<file path="src/rtl/param_sync_fifo.sv">
// Parameterised single-clock FIFO with registered-read or first-word-fall-through output.
// Define PARAM_SYNC_FIFO_ERR_EN to build the sticky overflow/underflow flags; otherwise they are tied low.
module param_sync_fifo #(
    parameter int DATA_WIDTH = 8,
    parameter int DEPTH      = 16,
    parameter int FWFT       = 0,
    parameter int AF_THRESH  = DEPTH - 2,
    parameter int AE_THRESH  = 2
) (
    input  logic                         clk,
    input  logic                         rst_n,
    input  logic                         flush,
    input  logic                         wr_en,
    input  logic [DATA_WIDTH-1:0]        wr_data,
    output logic                         full,
    output logic                         almost_full,
    input  logic                         rd_en,
    output logic [DATA_WIDTH-1:0]        rd_data,
    output logic                         rd_valid,
    output logic                         empty,
    output logic                         almost_empty,
    output logic [$clog2(DEPTH+1)-1:0]   level,
    output logic                         overflow,
    output logic                         underflow,
    input  logic                         err_clr
);

    localparam int PW = (DEPTH > 1) ? $clog2(DEPTH) : 1;
    localparam int LW = $clog2(DEPTH + 1);

    localparam logic [PW-1:0] PTR_LAST = PW'(DEPTH - 1);
    localparam logic [LW-1:0] LVL_FULL = LW'(DEPTH);
    localparam logic [LW-1:0] LVL_AF   = LW'(AF_THRESH);
    localparam logic [LW-1:0] LVL_AE   = LW'(AE_THRESH);

    logic [DATA_WIDTH-1:0] mem [DEPTH];
    logic [PW-1:0]         wr_ptr;
    logic [PW-1:0]         rd_ptr;
    logic [LW-1:0]         level_q;
    logic                  wr_acc;
    logic                  rd_acc;

    // Wrap explicitly so non-power-of-two depths work without an extra pointer bit.
    function automatic logic [PW-1:0] ptr_inc(input logic [PW-1:0] p);
        return (p == PTR_LAST) ? '0 : p + 1'b1;
    endfunction

    assign full         = (level_q == LVL_FULL);
    assign empty        = (level_q == '0);
    assign almost_full  = (level_q >= LVL_AF);
    assign almost_empty = (level_q <= LVL_AE);
    assign level        = level_q;

    assign wr_acc = wr_en && !full  && !flush;
    assign rd_acc = rd_en && !empty && !flush;

    // Storage is deliberately left out of reset and flush.
    always_ff @(posedge clk) begin
        if (wr_acc) begin
            mem[wr_ptr] <= wr_data;
        end
    end

    always_ff @(posedge clk or negedge rst_n) begin
        if (!rst_n) begin
            wr_ptr  <= '0;
            rd_ptr  <= '0;
            level_q <= '0;
        end else if (flush) begin
            wr_ptr  <= '0;
            rd_ptr  <= '0;
            level_q <= '0;
        end else begin
            if (wr_acc) begin
                wr_ptr <= ptr_inc(wr_ptr);
            end
            if (rd_acc) begin
                rd_ptr <= ptr_inc(rd_ptr);
            end
            case ({wr_acc, rd_acc})
                2'b10:   level_q <= level_q + 1'b1;
                2'b01:   level_q <= level_q - 1'b1;
                default: level_q <= level_q;
            endcase
        end
    end

    generate
        if (FWFT != 0) begin : g_fwft
            // Head word is exposed directly; zero when nothing is held.
            assign rd_data  = empty ? '0 : mem[rd_ptr];
            assign rd_valid = !empty;
        end else begin : g_reg
            logic [DATA_WIDTH-1:0] rd_data_q;
            logic                  rd_valid_q;

            always_ff @(posedge clk or negedge rst_n) begin
                if (!rst_n) begin
                    rd_data_q  <= '0;
                    rd_valid_q <= 1'b0;
                end else if (flush) begin
                    rd_data_q  <= '0;
                    rd_valid_q <= 1'b0;
                end else begin
                    rd_valid_q <= rd_acc;
                    if (rd_acc) begin
                        rd_data_q <= mem[rd_ptr];
                    end
                end
            end

            assign rd_data  = rd_data_q;
            assign rd_valid = rd_valid_q;
        end
    endgenerate

`ifdef PARAM_SYNC_FIFO_ERR_EN
    logic overflow_q;
    logic underflow_q;

    // A new error in the same cycle as err_clr must remain visible.
    always_ff @(posedge clk or negedge rst_n) begin
        if (!rst_n) begin
            overflow_q  <= 1'b0;
            underflow_q <= 1'b0;
        end else begin
            if (wr_en && full) begin
                overflow_q <= 1'b1;
            end else if (err_clr) begin
                overflow_q <= 1'b0;
            end
            if (rd_en && empty) begin
                underflow_q <= 1'b1;
            end else if (err_clr) begin
                underflow_q <= 1'b0;
            end
        end
    end

    assign overflow  = overflow_q;
    assign underflow = underflow_q;
`else
    logic unused_err_clr;
    assign unused_err_clr = err_clr;
    assign overflow       = 1'b0;
    assign underflow      = 1'b0;
`endif

endmodule

</file>
<file path="config.mk">
export PLATFORM = sky130hd
export DESIGN_NAME = param_sync_fifo
export DESIGN_NICKNAME = d
export VERILOG_FILES = /design/src/rtl/param_sync_fifo.sv
export SDC_FILE = /design/constraint.sdc
export NUM_CORES = 1
export LEC_CHECK = 0
export CAP_MARGIN = 20
export CORE_ASPECT_RATIO = 1.4
export CORE_UTILIZATION = 30
export CTS_CLUSTER_SIZE = 10
export DETAILED_ROUTE_END_ITERATION = 8
export HOLD_SLACK_MARGIN = 0.02
export PLACE_DENSITY = 0.45
export SYNTH_ARGS = -nofsm -noshare
export SYNTH_HDL_FRONTEND = slang
export SYNTH_SLANG_ARGS = --single-unit
export TNS_END_PERCENT = 100
</file>
<file path="constraint.sdc">
create_clock -name clk -period 2.65 [get_ports clk]
set_input_delay 0.53 -clock clk [delete_from_list [all_inputs] [get_ports clk]]
set_output_delay 0.53 -clock clk [all_outputs]
set_load 0.01 [all_outputs]
</file>
Yosys cells after proc, flatten, opt, wreduce, memory -nomap -nowiden:

Memories as Yosys holds them, arrays and structs flattened.
Index checks and enable logic that the tools add are counted.

* flip-flop bits (word level): 22
* memory bits (writable): 128
* input port bits: 14
* output and inout bits: 20
* word-level logic and storage cells: 41
* memories kept: 1

Memory list
* mem: depth 16, bits a word 8, rd ports 1, clocked after Yosys merged registers in 0, write ports 1, line 36 `logic [DATA_WIDTH-1:0] mem [DEPTH];`

* add/sub/neg operators: 4
* $lt $le $gt $ge: 2
* equality and inequality tests: 5
* muxes and demuxes: 13
* reduce and logical (&&, ||, !) cells: 11

Operators by type and width (count)
* 2-to-1 mux 4 bit: 6
* 2-to-1 mux 8 bit: 2
* one-hot mux 5 bit (2 select lines): 1
* adder 4 x 1 -> 4 bit (second input constant): 2
* == test 4 bit (second input constant): 2
* adder 5 x 1 -> 5 bit (second input constant): 1
* == test 5 bit (second input constant): 1
* greater-or-equal comparator 5 x 4 -> 1 bit (second input constant): 1
* less-or-equal comparator 5 x 2 -> 1 bit (second input constant): 1
* logical NOT 5 bit: 1
* 2-to-1 mux 5 bit: 1
* subtractor 5 x 1 -> 5 bit (second input constant): 1
* logical AND 1 bit: 4
* nonzero test 2 bit: 2
* logical NOT 1 bit: 3
* 2-to-1 mux 1 bit: 3
* nonzero test 3 bit: 1
* == test 2 x 1 -> 1 bit (second input constant): 1
* == test 2 bit (second input constant): 1

Depth between registers and ports, before layout:

Gate-level depths: netlist (run 1).

* depth in word-level cells: 7
* depth in mapped cells: 11
* depth with buffers taken out: 11

Worst setup path before layout (run 1):

Ideal clock, no wire load.

* kind: register to register
* start: register level_q[4] (netlist: level[4])
* end: register level_q[4] (netlist: level[4])
* arrival time: 2.569 ns
* slack: -0.050 ns
* stages on the path, launching flop included: 12
* path buffers: 0
* period minus slack after synthesis: 2.700 ns
* path through: dfrtp_1 -> or3_4 -> o31ai_4 -> nor2_1 -> o21ai_0 -> inv_1 -> ha_1 -> nor2b_1 -> o21a_1 -> nor4_1 -> o21ai_0 -> nor3b_1

* cells in the longest elaborated chain, start to end: 7
* elaborated cells on any way between the ends: 15
* classes of those cells: add/sub: 2; eq/ne: 3; mux: 2; reduce/logical: 8

RTL lines
* start, declared: line 39 `logic [LW-1:0] level_q;`
* start signal, assigned: line 81 `2'b10: level_q <= level_q + 1'b1;`
* start signal, assigned: line 82 `2'b01: level_q <= level_q - 1'b1;`
* start signal, assigned: line 83 `default: level_q <= level_q;`
* == test 5 bit or logical NOT 5 bit (tied branches): line 48, 49
* logical NOT 1 bit, on equally long branches: line 54, 55
* logical AND 1 bit, on equally long branches (2 in series): line 54, 55
* == test 2 x 1 -> 1 bit or == test 2 bit (tied branches): line 80 `case ({wr_acc, rd_acc})`
* one-hot mux 5 bit (2 select lines): line 80
* 2-to-1 mux 5 bit: line 69 `end else if (flush) begin`

Several ways; a longest one is shown, not always the timed one.
A chain may end at the register's enable or synchronous reset.

Worst setup path in the final report (run 1):

* start: register level_q[2] (netlist: level[2])
* end: register level_q[4] (netlist: level[4])

The elaborated chain is that of the path after synthesis.

==> summary.txt, run 1 <==
Synth
  – Asr flop ratio synth: 14.7%
  – Area leader, netlist: edfxtp_1
  – Top cells by area in the synthesized netlist: edfxtp_1 (62%), mux4_2 (12%), dfrtp_1 (8.9%)
  – Seq cells post-synth: 150
  – Synth Flop Type: edfxtp_1
  – Number of flops mapped to enable cells by yosys: 128
  – Cell area after synthesis: 6160 um^2
  – Synthesis Warnings: 0
  – Synth cell types: 43
  – Post-synthesis cell count: 339
  – Post-synthesis sequential area ratio: 71.3%
  – Synth top area share: 62.4%
  – Most common cell in the netlist: edfxtp_1
  – Synth cell count leaders: edfxtp_1 (128), mux4_2 (32), nor2_1 (27)
  – Syn_area_per_cell: 18.2 um^2

Die
  – Core Box Area: 20000 um^2
  – I/O Pins: 34
  – Starting Density: 30.8%
  – Die ar.: 21100 um^2
  – Die Span X: 123 um
  – Die Ht: 172 um
  – Row cnt: 61

Clocking
  – Clk Latency, worst-skew pair: 0.42 ns
  – CTS buffer count: 17
  – TritonCTS clock tree: yes
  – # hold bufs at CTS: 0
  – Clock Path Buffers: 2
  – Clock tree root buffer cell: clkbuf_16
  – Clock Sinks: 150
  – H-tree depth: 4
  – Clock slew at reported path FFs: 0.07 ns

Drt
  – DRC Markers: 0
  – 1st-iter DRT viols: 141
  – Routed Antenna Nets: 0
  – DRT Pass-1 Iters: 4
  – Via density: 4.82
  – Drt wl/cell: 20.5 um
  – Vias: 3231
  – DRT Wirelength: 13800 um

Global route
  – Vias in the first global route: 3335
  – Global-route wire length before repair: 20700 um
  – GRT overflow: 0
  – Initial antenna violation count: 0
  – Largest net degree at the start of global routing: 37
  – All-Layer GR Usage: 14.4%

Finish
  – ANT cells: 0
  – P&R area growth vs syn: 23.7%
  – Total Nets Final: 429
  – Layout cells sized above 1: 27.7%
  – Core Util, Final: 38.1%

Power and ir drop
  – P_leak: 2.56 nW
  – Pwr dens: 851 nW/um^2
  – Final total power: 6.48 mW
  – Peak VDD IR: 0.493 mV

Placement
  – # port buffers: 30
  – GPL Wtd Cong: 0.734
  – Detail Placement HPWL: 8830 um
  – Pre-CTS WS: -0.0476 ns

Timing
  – Final setup vio count: 0
  – Fin worst setup slack: 0.161 ns
  – RSZ-0062 raised after global routing: no
  – Fmax: 0.402 GHz
  – Crit share post-route: 93.9%
  – Final hold vios: 0
  – Crit path time final: 2.49 ns
  – Slew HR: 58.5%
  – Worst Tran Pin Value: 0.623 ns
  – Final clock skew: 0.0108 ns
  – Max Slew Vio Count: 0
  – Setup total negative slack: 0 ns

Worst setup path
  – Startpoint Class: register
  – Critical-path top delay cell: or3_4
  – CP cell instances: or3_4 -> o31ai_4 -> nor2_1 -> o21ai_2 -> inv_2 -> buf_4 -> ha_1 -> o21a_1 -> o211a_1 -> nor3_1 -> nor3b_2
  – CP Max Fanout: 4
  – CP Launch Point: level[2]
  – RR Startpoint: level[2]
  – Critical path type: reg -> reg
  – Crit path DAT: 2.78 ns
  – CP endpoint kind: register
  – Worst R2R Setup Slack: 0.16 ns
  – CP top delay family: simple AND/OR/NAND/NOR gates
  – CP peak stage delay: 0.42 ns
  – Worst path required time: 2.94 ns
  – Critical path buffers and inverters: 2

Min path
  – Worst Hold Class: in -> async

Job
  – Maxcap violations: 0

Outcome
  – Status: finished, final reports clean
-- cell type report --
type                    instances  area, um^2
repair buffers                 67         603
clock buffers                  19         453
clock inverters                13         146
flip-flops and latches        150        4400
well taps                     252         315
inverters                       6        22.5
multi-input cells             164        1680
fillers                      1867       12400
-- path summary, 6_finish.rpt --
check	to	cells past startpoint
setup / recovery	level[4]	11
hold / removal	level[1]	2
setup reg to reg	level[4]	11
hold reg to reg	rd_data[3]	2
max in group asynchronous	level[4]	2
min in group clk	rd_data[3]	2
-- sequential cells by signal, summed over array words and instances, names as in the netlist --
name,cells
rd_valid,1
wr_ptr,4
rd_ptr,4
mem,128
level,5
rd_data,8
-- placed cells by master (no fill, tap or decap), drive strengths merged, types with 3 or more instances in the layout --
master and count:
edfxtp 128, buf 37, ha 8, o21ai 3
dfrtp 22, nor2 27, xnor2 3, clkinv 6
nor3 9, mux4 32, mux2i 18, o221ai 8
nand3b 9, clkdlybuf4s50 30, or3 3, nand2 11
inv 9, a21oi 8, clkbuf 19
-- kinds of logic (layout without fill, tap and decap cells) --
group,Yosys count,in the layout,synth area share [%]
and+or+nand+nor,67,67,5.42
buffers and inverters,26,105,1.89
other,1,2,0.0609
muxes,50,50,14.6
AOI/OAI and AO/OA,31,31,3.88
adders and majority gates,9,9,1.95
DFF,150,150,71.3
xor gates and xnor gates,5,5,0.833
-- metal layers --
metal,global-route usage [%],share of wire [%],vias up
met1,15.4,38,1671
met4,5.50,2.0,0
met3,3.55,3.3,15
met5,0,0,-
li1,-,-,1475
met2,26.8,57,70
-- per-stage QoR --
| stage | std cells | hold WS [ns] | instance area, um^2 |
|---|---|---|---|
| floorplan | 340 | 0.234 | 6180 |
| global placement | 639 | 0.516 | 7010 |
| detailed placement | 639 | 0.509 | 7010 |
| CTS | 671 | 0.496 | 7610 |
| global route | 671 | 0.526 | 7620 |
| finish | 671 | 0.488 | 7620 |
-- power by group --
part / switching, mW / internal, mW
logic: 0.647 / 0.645
clock network: 0.971 / 1.45
registers: 0.105 / 2.67
-- what timing repair did --
item                                    CTS  global route
buffers inserted                          0             0
endpoints found under the hold margin     0             0
gates resized for setup                   1             4
endpoints found under the setup margin    1             2
(Power assumes the default switching activity.)
==> run 2, diff against run 1 <==
--- a/config.mk
+++ b/config.mk
@@ -7,11 +7,12 @@
 export LEC_CHECK = 0
 export CAP_MARGIN = 20
 export CORE_ASPECT_RATIO = 1.4
-export CORE_UTILIZATION = 30
+export CORE_UTILIZATION = 35
 export CTS_CLUSTER_SIZE = 10
 export DETAILED_ROUTE_END_ITERATION = 8
 export HOLD_SLACK_MARGIN = 0.02
-export PLACE_DENSITY = 0.45
+export PLACE_DENSITY = 0.49
+export SLEW_MARGIN = 10
 export SYNTH_ARGS = -nofsm -noshare
 export SYNTH_HDL_FRONTEND = slang
 export SYNTH_SLANG_ARGS = --single-unit
==> constraint.sdc (replaced) <==
create_clock -name clk -period 3.05 [get_ports clk]
set_input_delay 0.61 -clock clk [delete_from_list [all_inputs] [get_ports clk]]
set_output_delay 0.61 -clock clk [all_outputs]
set_load 0.01 [all_outputs]
==> summary.txt, run 2 (synthesized netlist as in run 1, its figures left out) <==
Power and ir drop
  – Pwr dens: 744 nW/um^2
  – Sequential Power Share: 43.5%
  – P_leak: 2.49 nW
  – Combinational share of power: 18.5%
  – Peak VDD IR: 0.299 mV
  – Internal: 4.04 mW
  – Clk pwr share: 38.1%
  – Switching Share: 27.0%
  – Switching power: 1.50 mW

Clocking
  – Post_cts resized: 0
  – Clock tree root buffer cell: clkbuf_16
  – # hold bufs at CTS: 0
  – TritonCTS clock tree: yes
  – Clock slew at reported path FFs: 0.06 ns
  – Clock Sinks: 150
  – Post-CTS Setup Inserts: 0
  – H-tree depth: 4
  – Clock Path Buffers: 2
  – CTS buffer count: 17
  – Clk Latency, worst-skew pair: 0.42 ns

Placement
  – DP Area: 6850 um^2
  – Post-Place Cells: 609
  – GPL Wtd Cong: 0.754
  – # port buffers: 30
  – Detail Placement HPWL: 8280 um

Global route
  – GRT overflow: 0
  – Vias in the first global route: 3297
  – Initial antenna violation count: 0
  – All-Layer GR Usage: 16.0%
  – Global-route wire length before repair: 20300 um
  – Largest net degree at the start of global routing: 37

Worst setup path
  – Startpoint Class: register
  – Critical path type: reg -> reg
  – RR Startpoint: level[3]
  – CP Max Fanout: 6
  – Worst path required time: 3.34 ns
  – CP endpoint kind: register
  – Crit path DAT: 3.06 ns
  – CP Launch Point: level[3]

Timing
  – Final setup vio count: 0
  – Fmax: 0.362 GHz
  – RSZ-0062 raised after global routing: no
  – Final hold vios: 0
  – Crit path time final: 2.76 ns
  – Worst Tran Pin Value: 0.633 ns
  – Slew HR: 57.6%
  – Crit share post-route: 90.6%
  – Max Slew Vio Count: 0
  – Setup total negative slack: 0 ns
  – Final clock skew: 0.0101 ns

Drt
  – DRC Markers: 0
  – Top routing layer in use: met4
  – Via density: 4.93
  – Met3 Wirelength: 286 um
  – Routed Antenna Nets: 0
  – Met2 WL: 7250 um
  – DRT Pass-1 Iters: 4
  – 1st-iter DRT viols: 128
  – DRT Wirelength: 13300 um
  – Vias: 3161
  – Drt wl/cell: 20.8 um
  – M1 wire length: 5640 um

Finish
  – Non-Filler Instances: 641
  – ANT cells: 0
  – Commonest non-fill, non-tap cell in the layout: edfxtp_1
  – Layout fillers: 1572
  – Final instance area: 7440 um^2
  – Largest register FFs: 128
  – Top reg by flops: mem
  – P&R area growth vs syn: 20.9%
  – Commonest non-fill, non-tap cells in the layout: edfxtp_1 (128), mux4_2 (32), clkdlybuf4s50_1 (30), nor2_1 (27), buf_4 (22)
  – Total Nets Final: 415
  – Layout cells sized above 1: 23.2%

Outcome
  – Status: finished, final reports clean

Job
  – Maxcap violations: 0

Die
  – Core Box Area: 17300 um^2
  – Die ar.: 18100 um^2
  – I/O Pins: 34
  – Die Ht: 159 um
  – Starting Density: 35.7%
  – Die Span X: 114 um
  – Row cnt: 57

Min path
  – Worst Hold Class: reg -> reg
  – Min-Delay Startpoint: rd_data[1]
[run 2: cell types whose count changed in the layout (fill, tap and decap cells not counted), sizes merged]
| cell | delta |
|---|---|
| clkbuf | -2 |
| buf | -14 |
| inv | +4 |
| clkinv | -3 |
| clkinvlp | +1 |
[run 2: worst max-delay path, cell delays in order (launching register included)]
cell	delay (ns)
dfrtp_1	0.46
or3_4	0.44
o31ai_4	0.20
nor2_1	0.08
o21ai_0	0.15
inv_1	0.15
ha_1	0.34
nor2b_1	0.14
o21a_1	0.18
nor4_1	0.24
o21ai_0	0.14
nor3b_1	0.14
[run 2: area by class of cell]
cell class | instances | area, um^2 | area share (%)
clock buffers | 17 | 425 | 5.71
clock inverters | 15 | 168 | 2.25
inverters | 6 | 22.5 | 0.303
multi-input cells | 164 | 1650 | 22.2
flip-flops and latches | 150 | 4400 | 59.0
well taps | 236 | 295 | 3.97
repair buffers | 53 | 485 | 6.52
[run 2: power by group through the flow]
stage | logic (mW) | registers [mW] | clock network, mW
finish | 1.02 | 2.41 | 2.11
global route | 1.12 | 2.42 | 2.24
CTS | 1.05 | 2.41 | 2.16
detailed placement | 1.05 | 2.45 | 0
global placement | 1.04 | 2.45 | 0
floorplan | 0.638 | 2.44 | 0
[run 2: worst paths after layout]
path                       depth (start not counted)         end  slack, ns
setup / recovery                                  11    level[4]       0.29
min in group asynchronous                          2    level[1]       0.56
max in group asynchronous                          2   rd_ptr[1]       2.20
setup reg to reg                                  11    level[4]       0.29
hold / removal                                     2  rd_data[1]       0.54
hold reg to reg                                    2  rd_data[1]       0.54
[run 2: through the flow]
step                      util [%]  hold slack (ns)  power (mW)  worst slack, ns
after global placement        39.7            0.516        3.48            0.166
after floorplan                  -            0.314        3.07            0.350
after CTS                     43.1            0.536        5.62            0.271
final                         43.1            0.538        5.54            0.286
after detailed placement      39.7            0.513        3.50            0.136
after global routing          43.1            0.556        5.78           0.0385
[run 2: layer usage]
| layer | global-route usage [%] | vias up |
|---|---|---|
| li1 | - | 1445 |
| met1 | 19.8 | 1651 |
| met2 | 27.6 | 51 |
| met3 | 3.12 | 14 |
| met4 | 5.67 | 0 |
| met5 | 0 | - |
